==> src/rtl/morse_tx_scheduler.sv <==
// Message scheduler: buffers ASCII characters and paces them into the Morse
// encoder, inserting inter-character and word gaps measured in Tick units.
module morse_tx_scheduler #(
    parameter int DEPTH    = 16,
    parameter int CHAR_GAP = 3,
    parameter int WORD_GAP = 7
) (
    input  logic                       CLK,
    input  logic                       RST,
    input  logic [6:0]                 RxData,
    input  logic                       RxValid,
    input  logic                       Start,
    input  logic                       Abort,
    input  logic                       Tick,
    input  logic                       EncBusy,
    output logic [6:0]                 CharOut,
    output logic                       CharLoad,
    output logic                       EncAbort,
    output logic                       Busy,
    output logic                       Empty,
    output logic                       Full,
    output logic [$clog2(DEPTH+1)-1:0] Count,
    output logic                       Err
);
    localparam int PW = $clog2(DEPTH);
    localparam int CW = $clog2(DEPTH+1);
    localparam int GW = $clog2(WORD_GAP+1);

    localparam logic [2:0] S_IDLE = 3'd0;
    localparam logic [2:0] S_LOAD = 3'd1;
    localparam logic [2:0] S_ARM  = 3'd2;
    localparam logic [2:0] S_WAIT = 3'd3;
    localparam logic [2:0] S_GAP  = 3'd4;

    localparam logic [GW-1:0] CHAR_TGT = GW'(CHAR_GAP);
    localparam logic [GW-1:0] WORD_TGT = GW'(WORD_GAP - CHAR_GAP);
    localparam logic [CW-1:0] DEPTH_C  = CW'(DEPTH);
    localparam logic [6:0]    SPACE    = 7'd32;

    function automatic logic char_ok(input logic [6:0] c);
        return ((c >= 7'd65) && (c <= 7'd90)) || ((c >= 7'd48) && (c <= 7'd57)) || (c == SPACE);
    endfunction

    logic [6:0]    mem_r [DEPTH];
    logic [PW-1:0] wr_ptr_r, rd_ptr_r;
    logic [CW-1:0] count_r, count_nxt_s;
    logic [2:0]    state_r, state_nxt_s;
    logic [GW-1:0] gap_cnt_r, gap_tgt_r;
    logic [6:0]    char_out_r, head_s;
    logic          char_load_r, enc_abort_r, busy_r, empty_r, full_r, err_r;
    logic          push_s, pop_s, err_s;

    assign head_s = mem_r[rd_ptr_r];
    // LOAD is only entered with a non-empty FIFO, so the pop never underflows.
    assign pop_s  = (state_r == S_LOAD) && !Abort;
    assign push_s = RxValid && !Abort && char_ok(RxData) && (!full_r || pop_s);
    assign err_s  = RxValid && !Abort && !push_s;

    // Occupancy after this cycle's push/pop/flush.
    always_comb begin
        count_nxt_s = count_r;
        if (Abort) begin
            count_nxt_s = '0;
        end else if (push_s && !pop_s) begin
            count_nxt_s = count_r + CW'(1);
        end else if (pop_s && !push_s) begin
            count_nxt_s = count_r - CW'(1);
        end else begin
            count_nxt_s = count_r;
        end
    end

    // Next-state logic; Abort overrides every transition.
    always_comb begin
        state_nxt_s = state_r;
        case (state_r)
            S_IDLE: begin
                if (Start && !empty_r) state_nxt_s = S_LOAD;
                else                   state_nxt_s = S_IDLE;
            end
            S_LOAD: begin
                if (head_s == SPACE) state_nxt_s = S_GAP;
                else                 state_nxt_s = S_ARM;
            end
            S_ARM:  state_nxt_s = S_WAIT;
            S_WAIT: begin
                if (!EncBusy) state_nxt_s = S_GAP;
                else          state_nxt_s = S_WAIT;
            end
            S_GAP: begin
                if (gap_cnt_r != gap_tgt_r)       state_nxt_s = S_GAP;
                else if (count_nxt_s == {CW{1'b0}}) state_nxt_s = S_IDLE;
                else                              state_nxt_s = S_LOAD;
            end
            default: state_nxt_s = S_IDLE;
        endcase
        if (Abort) begin
            state_nxt_s = S_IDLE;
        end else begin
            state_nxt_s = state_nxt_s;
        end
    end

    // Character storage; contents need no reset because pointers qualify them.
    always_ff @(posedge CLK) begin
        if (push_s) mem_r[wr_ptr_r] <= RxData;
    end

    // FIFO pointers, occupancy and status flags.
    always_ff @(posedge CLK or negedge RST) begin
        if (!RST) begin
            wr_ptr_r <= '0;
            rd_ptr_r <= '0;
            count_r  <= '0;
            empty_r  <= 1'b1;
            full_r   <= 1'b0;
            err_r    <= 1'b0;
        end else begin
            if (Abort) begin
                wr_ptr_r <= '0;
                rd_ptr_r <= '0;
            end else begin
                if (push_s) wr_ptr_r <= wr_ptr_r + PW'(1);
                if (pop_s)  rd_ptr_r <= rd_ptr_r + PW'(1);
            end
            count_r <= count_nxt_s;
            empty_r <= (count_nxt_s == {CW{1'b0}});
            full_r  <= (count_nxt_s == DEPTH_C);
            err_r   <= err_s;
        end
    end

    // Sequencer state, gap timing and encoder-facing outputs.
    always_ff @(posedge CLK or negedge RST) begin
        if (!RST) begin
            state_r     <= S_IDLE;
            gap_cnt_r   <= '0;
            gap_tgt_r   <= '0;
            char_out_r  <= 7'd0;
            char_load_r <= 1'b0;
            enc_abort_r <= 1'b0;
            busy_r      <= 1'b0;
        end else begin
            state_r     <= state_nxt_s;
            busy_r      <= (state_nxt_s != S_IDLE);
            enc_abort_r <= Abort;
            char_load_r <= 1'b0;
            // Counter is held at zero outside GAP, so it starts clean on entry.
            if (Abort || (state_r != S_GAP)) begin
                gap_cnt_r <= '0;
            end else if (Tick && (gap_cnt_r != gap_tgt_r)) begin
                gap_cnt_r <= gap_cnt_r + GW'(1);
            end
            if (state_r == S_LOAD && !Abort) begin
                if (head_s == SPACE) begin
                    gap_tgt_r <= WORD_TGT;
                end else begin
                    char_out_r  <= head_s;
                    char_load_r <= 1'b1;
                end
            end
            if (state_r == S_WAIT && !EncBusy && !Abort) gap_tgt_r <= CHAR_TGT;
        end
    end

    assign CharOut  = char_out_r;
    assign CharLoad = char_load_r;
    assign EncAbort = enc_abort_r;
    assign Busy     = busy_r;
    assign Empty    = empty_r;
    assign Full     = full_r;
    assign Count    = count_r;
    assign Err      = err_r;
endmodule

==> config.mk <==
export PLATFORM = sky130hd
export DESIGN_NAME = morse_tx_scheduler
export DESIGN_NICKNAME = d
export VERILOG_FILES = /design/src/rtl/morse_tx_scheduler.sv
export SDC_FILE = /design/constraint.sdc
export NUM_CORES = 1
export LEC_CHECK = 0
export BUFFER_PORTS_ARGS = -buffer_cell sky130_fd_sc_hd__buf_4
export CORE_ASPECT_RATIO = 0.7
export CORE_MARGIN = 8
export CORE_UTILIZATION = 24
export DETAILED_ROUTE_END_ITERATION = 10
export PLACE_DENSITY = 0.35
export SLEW_MARGIN = 20
export SYNTH_ARGS = -nofsm -noshare
export SYNTH_HDL_FRONTEND = slang
export SYNTH_SLANG_ARGS = --single-unit
==> constraint.sdc <==
create_clock -name CLK -period 3.4 [get_ports CLK]
set_input_delay 0.17 -clock CLK [delete_from_list [all_inputs] [get_ports CLK]]
set_output_delay 0.17 -clock CLK [all_outputs]
set_load 0.03 [all_outputs]
==> results of run 1 <==
timing repair:
action | CTS | global route
setup endpoints to repair | 0 | 0
hold buffers | 1 | 0
endpoints found under the hold margin | 33 | 0
power by group through the flow:
stage	registers, mW	logic, mW	clock network, mW
finish	2.12	0.866	1.94
CTS	2.13	0.882	1.99
global placement	2.16	0.884	0
floorplan	2.24	0.486	0
global route	2.14	0.930	2.05
detailed placement	2.16	0.878	0
Yosys cell counts, types with 4 or more instances:
cell / count
clkbuf_1: 12
a22oi_1: 7
nor4_1: 4
a21oi_1: 11
nor3_1: 6
mux4_1: 5
a221oi_1: 10
mux4_2: 13
o21ai_0: 9
xnor2_1: 11
nor2b_1: 4
xor2_1: 5
edfxtp_1: 112
nand3_1: 11
nand2b_1: 5
and3_1: 7
and2_1: 9
mux2i_1: 23
nor2_1: 23
o31ai_1: 4
ha_1: 8
dfrtp_1: 33
inv_1: 15
nand2_1: 17
worst paths after layout:
path                                          from  slack, ns  depth (start not counted)                  endpoint
setup reg to reg           rd_ptr_r[2]$_DFFE_PN0P_       0.57                          7      state_r[1]$_DFF_PN0_
hold / removal                               Abort       0.05                          1        EncAbort$_DFF_PN0_
min in group asynchronous                      RST       0.26                          2  gap_cnt_r[0]$_DFFE_PN0P_
hold reg to reg             CharOut[1]$_DFFE_PN0P_       0.51                          1    CharOut[1]$_DFFE_PN0P_
setup / recovery           rd_ptr_r[2]$_DFFE_PN0P_       0.57                          7      state_r[1]$_DFF_PN0_
max in group asynchronous                      RST       2.77                          2   rd_ptr_r[0]$_DFFE_PN0P_
logic make-up (layout without fill, tap and decap cells):
family                   Yosys count  in the layout  synth area share
AO/OA/AOI/OAI                     61             61            0.0713
XOR/XNOR                          16             16            0.0222
adder cells (fa/ha/maj)            9              9            0.0174
buffers and inverters             36             94            0.0299
flip-flops                       146            146             0.667
multiplexers                      43             43             0.108
AND/OR/NAND/NOR                  101            101            0.0844
area by class of cell:
type	count	area (sq um)	share of cell area
flip-flops and latches	146	4220	0.557
inverters	15	56.3	0.00744
clock inverters	12	164	0.0217
well taps	331	414	0.0547
multi-input cells	230	1910	0.253
clock buffers	20	437	0.0577
repair buffers	47	368	0.0486
sequential cells by signal (all words and copies together) (netlist names):
name	cells
Busy	1
CharLoad	1
CharOut	7
Count	5
Empty	1
EncAbort	1
Err	1
Full	1
gap_cnt_r	3
gap_tgt_r	2
mem_r	112
rd_ptr_r	4
state_r	3
wr_ptr_r	4
per-layer routing:
metal,track usage,vias up,part of all wire
met4,0.0358,0,0.011
met1,0.163,1864,0.52
met3,0.0245,14,0.049
met2,0.151,64,0.42
li1,-,1679,-
met5,0,-,0
through the flow:
| stage | std cells | hold slack [ns] |
|---|---|---|
| after floorplan | 412 | -0.126 |
| after global placement | 768 | 0.173 |
| after detailed placement | 768 | 0.181 |
| after CTS | 801 | 0.0165 |
| after global routing | 801 | 0.0319 |
| final | 801 | 0.0468 |
==> results.toml, run 1 <==
[critical_path]
worst-setup-path-type = "register to register"
crit_slowest_cell = "nor2b_1"
cp_cell_sequence = "nor2b_1 -> a221oi_1 -> o21ai_0 -> nand4_1 -> nor4_2 -> or2b_2 -> o31ai_1"
path_buf_inv = 0
required_ns = 3.70
crit_path_max_fanout = 10
cp_slowest_stage_delay_ns = 0.76
path_delay_family = "simple AND/OR/NAND/NOR gates"
crit_arrival_ns = 3.13
startpoint_type = "register"
cp-end-kind = "register"

[timing]
rsz0062_at_grt = "false"
max_slew_margin = 0.377
fin_ws_ns = 0.571
max_freq_mhz = 353
finalCriticalPeriod_ns = 2.83
setup_tns_ns = 0
hold_viol = 0
report.final.slew_viol_count = 0
worst_pin_slew_ns = 0.933
setup-violations-final = 0
finClkSkew_ns = 0.00824
period_share = 0.832

[cells_and_area]
area_growth_pct = 19.8
fin_nets = 479
fillers = 2574
stdcell_area_sq_mm = 0.00757
antenna_cells = 0
mostFrequentLayoutCell = "edfxtp_1"
final_util = 0.294
final_cell_mix = "112 x edfxtp_1, 45 x buf_4, 32 x dfrtp_1"
layout-drive-gt1-share = 0.204

[cts]
cts-resized-gates = 0
numCtsBuffers = 17
cts_buffer_depth = 2
clk_latency_ns = 0.43
cts_setup_buffers = 0
path_clk_slew_ns = 0.06
clock-root-buffer = "clkbuf_16"
cts.sinks = 146
htree_levels = 4
cts_tree = "done"

[power_and_ir_drop]
power.share.clock = 0.394
swShare = 0.271
irDropWorstVdd_mv = 0.343
pwr-share-seq = 0.431
p_switching_mw = 1.34
p_int_mw = 3.59
pwr-share-comb = 0.176
power_mw = 4.93
power.density_mw_per_mm2 = 651
leakage_nw = 2.68

[synthesis]
synth.largest_area_cell = "edfxtp_1"
ys_seq_area_frac = 0.667
synth_edf_count = 112
yosys-top-cells-area = "edfxtp_1 53%, dfrtp_1 13%, mux4_2 4.6%"
avgSynthCellArea_sq_um = 15.3
ys_ff_latch = 146
ys.flop_type = "edfxtp_1"
syn_inst = 412
synth_top_area_frac = 0.532
synth_nets = 434
syn-cell-area_sq_mm = 0.00632
synthArstFlopShare = 0.233
synth_cell_types = 59
yosysWarnings = 0

[routing]
first_iter_violations = 228
dr.pass1.iters = 8
wire_per_inst_um = 20.8
antenna_left = 0
totalWireLength_um = 16600
dr_total_vias = 3621
drt_drc_violations_left = 0
viasPerCell = 4.52

[global_routing]
antenna_found_initial = 0
grt_pass1_vias = 3727
grt_max_degree = 35
grt-ovfl-total = 0
grt.total_usage = 0.109
grt_pass1_wl_um = 24800

[outcome]
status = "finished clean"

[floorplanning]
dieHeight_um = 152
ios = 32
dieWidth_um = 210
num_rows = 49
die_area_sq_mm = 0.0319
start_util = 0.245
coreArea_sq_mm = 0.0257

[place]
place_ws_ns = 0.507
gp_congestion = 0.731
io_buffers = 31
placed_cell_area_sq_mm = 0.00696
dp_hpwl_um = 11600

[run]
cap_violations = 0

[hold_path]
hold_class = "primary input to register"
(Power assumes the default switching activity.)
==> run 2: changes to the inputs <==
--- a/config.mk
+++ b/config.mk
@@ -10,7 +10,7 @@
 export CORE_MARGIN = 8
 export CORE_UTILIZATION = 24
 export DETAILED_ROUTE_END_ITERATION = 10
-export PLACE_DENSITY = 0.35
+export PLACE_DENSITY = 0.36
 export SLEW_MARGIN = 20
 export SYNTH_ARGS = -nofsm -noshare
 export SYNTH_HDL_FRONTEND = slang
==> constraint.sdc (replaced) <==
create_clock -name CLK -period 2.5 [get_ports CLK]
set_input_delay 0.125 -clock CLK [delete_from_list [all_inputs] [get_ports CLK]]
set_output_delay 0.125 -clock CLK [all_outputs]
set_load 0.03 [all_outputs]
==> results.toml, run 2 (synthesis gave the netlist of run 1 again) <==
[cells_and_area]
stdcell_area_sq_mm = 0.00827
area_growth_pct = 30.8
fillers = 2558
antenna_cells = 0
final_cells = 862
fin_nets = 540
final_cell_mix = "112 x edfxtp_1, 86 x buf_4, 32 x dfrtp_1"
layout-drive-gt1-share = 0.348
mostFrequentLayoutCell = "edfxtp_1"
largest_reg_flops = 112
regMostFlops = "mem_r"

[floorplanning]
coreArea_sq_mm = 0.0257
start_util = 0.245
dieHeight_um = 152
die_area_sq_mm = 0.0319
num_rows = 49
dieWidth_um = 210
ios = 32

[timing]
max_freq_mhz = 405
hold_viol = 0
period_share = 0.988
hold_slack_ns = 0.0272
max_slew_margin = 0.629
finClkSkew_ns = 0.0124
report.final.slew_viol_count = 0
rsz0062_at_grt = "true"
setup-violations-final = 0
setup_tns_ns = 0
worst_pin_slew_ns = 0.551
finalCriticalPeriod_ns = 2.47

[global_routing]
grt-ovfl-total = 0
grt_max_degree = 35
grt.total_usage = 0.114
grt_pass1_vias = 4000
antenna_found_initial = 0
grt_pass1_wl_um = 26200

[critical_path]
crit_arrival_ns = 2.83
startpoint_type = "register"
required_ns = 2.86
cp-end-kind = "register"
worst-setup-path-type = "register to register"
crit_path_max_fanout = 7

[cts]
clk_latency_ns = 0.43
cts_tree = "done"
cts.sinks = 146
clock-root-buffer = "clkbuf_16"
htree_levels = 4
cts_buffer_depth = 2
path_clk_slew_ns = 0.07
numCtsBuffers = 17

[power_and_ir_drop]
power.density_mw_per_mm2 = 800
leakage_nw = 3.01
power_mw = 6.61
irDropWorstVdd_mv = 0.481

[routing]
dr_total_vias = 3834
dr.pass1.iters = 4
viasPerCell = 4.45
drt_drc_violations_left = 0
first_iter_violations = 203
totalWireLength_um = 17500
antenna_left = 0
wire_per_inst_um = 20.3

[outcome]
status = "finished clean"

[place]
dp_hpwl_um = 12500
dp.cells = 820
gp_congestion = 0.749
placed_cell_area_sq_mm = 0.00749
io_buffers = 31

[run]
cap_violations = 0

[hold_path]
hold_class = "primary input to register"
[run 2: area by class of cell]
| type | instances | area, sq um | area share |
|---|---|---|---|
| well taps | 331 | 414 | 0.0501 |
| repair buffers | 108 | 1000 | 0.121 |
| clock inverters | 14 | 106 | 0.0129 |
| flip-flops and latches | 146 | 4220 | 0.510 |
| multi-input cells | 230 | 2040 | 0.247 |
| clock buffers | 18 | 429 | 0.0519 |
| inverters | 15 | 56.3 | 0.00681 |
[run 2: worst max-delay path: stages (launching register included)]
cell     delay (ns)
dfrtp_2        0.45
buf_12         0.15
buf_12         0.13
mux4_2         0.59
a22oi_2        0.21
nand2_2        0.11
or4b_1         0.51
o21ai_1        0.11
and3b_1        0.16
[run 2: worst paths after layout]
kind                                         start  cells past startpoint  slack [ns]                  endpoint
setup / recovery           rd_ptr_r[0]$_DFFE_PN0P_                      8        0.03      state_r[2]$_DFF_PN0_
hold / removal                               Start                      5        0.03      state_r[0]$_DFF_PN0_
setup reg to reg           rd_ptr_r[0]$_DFFE_PN0P_                      8        0.03      state_r[2]$_DFF_PN0_
hold reg to reg             CharOut[3]$_DFFE_PN0P_                      1        0.51    CharOut[3]$_DFFE_PN0P_
max in group asynchronous                      RST                      2        1.93   rd_ptr_r[0]$_DFFE_PN0P_
min in group asynchronous                      RST                      2        0.20  gap_cnt_r[1]$_DFFE_PN0P_
[run 2: per-layer routing]
layer / vias up / GRT usage / part of all wire
met3: 8 / 0.0290 / 0.025
met2: 42 / 0.161 / 0.42
li1: 1811 / - / -
met4: 0 / 0.0264 / 0.0061
met1: 1973 / 0.171 / 0.54
met5: - / 0 / 0
[run 2: power breakdown]
part | switching (mW) | internal [mW]
logic | 0.780 | 0.649
registers | 0.107 | 2.74
clock network | 1.06 | 1.28
[run 2: per-stage QoR]
step	util	setup slack, ns
finish	0.321	0.0296
global route	0.321	-0.0620
CTS	0.316	-0.0257
detailed placement	0.291	-0.200
global placement	0.291	-0.173
floorplan	-	-0.168
[run 2: what timing repair did]
item / 4_1_cts / 5_1_grt
setup buffers: 2 / 3
hold buffers: 5 / 0
endpoints found under the setup margin: 70 / 71
cloned: 0 / 0
gates resized for setup: 10 / 29
pin swaps: 2 / 16
hold endpoints to repair: 39 / 0
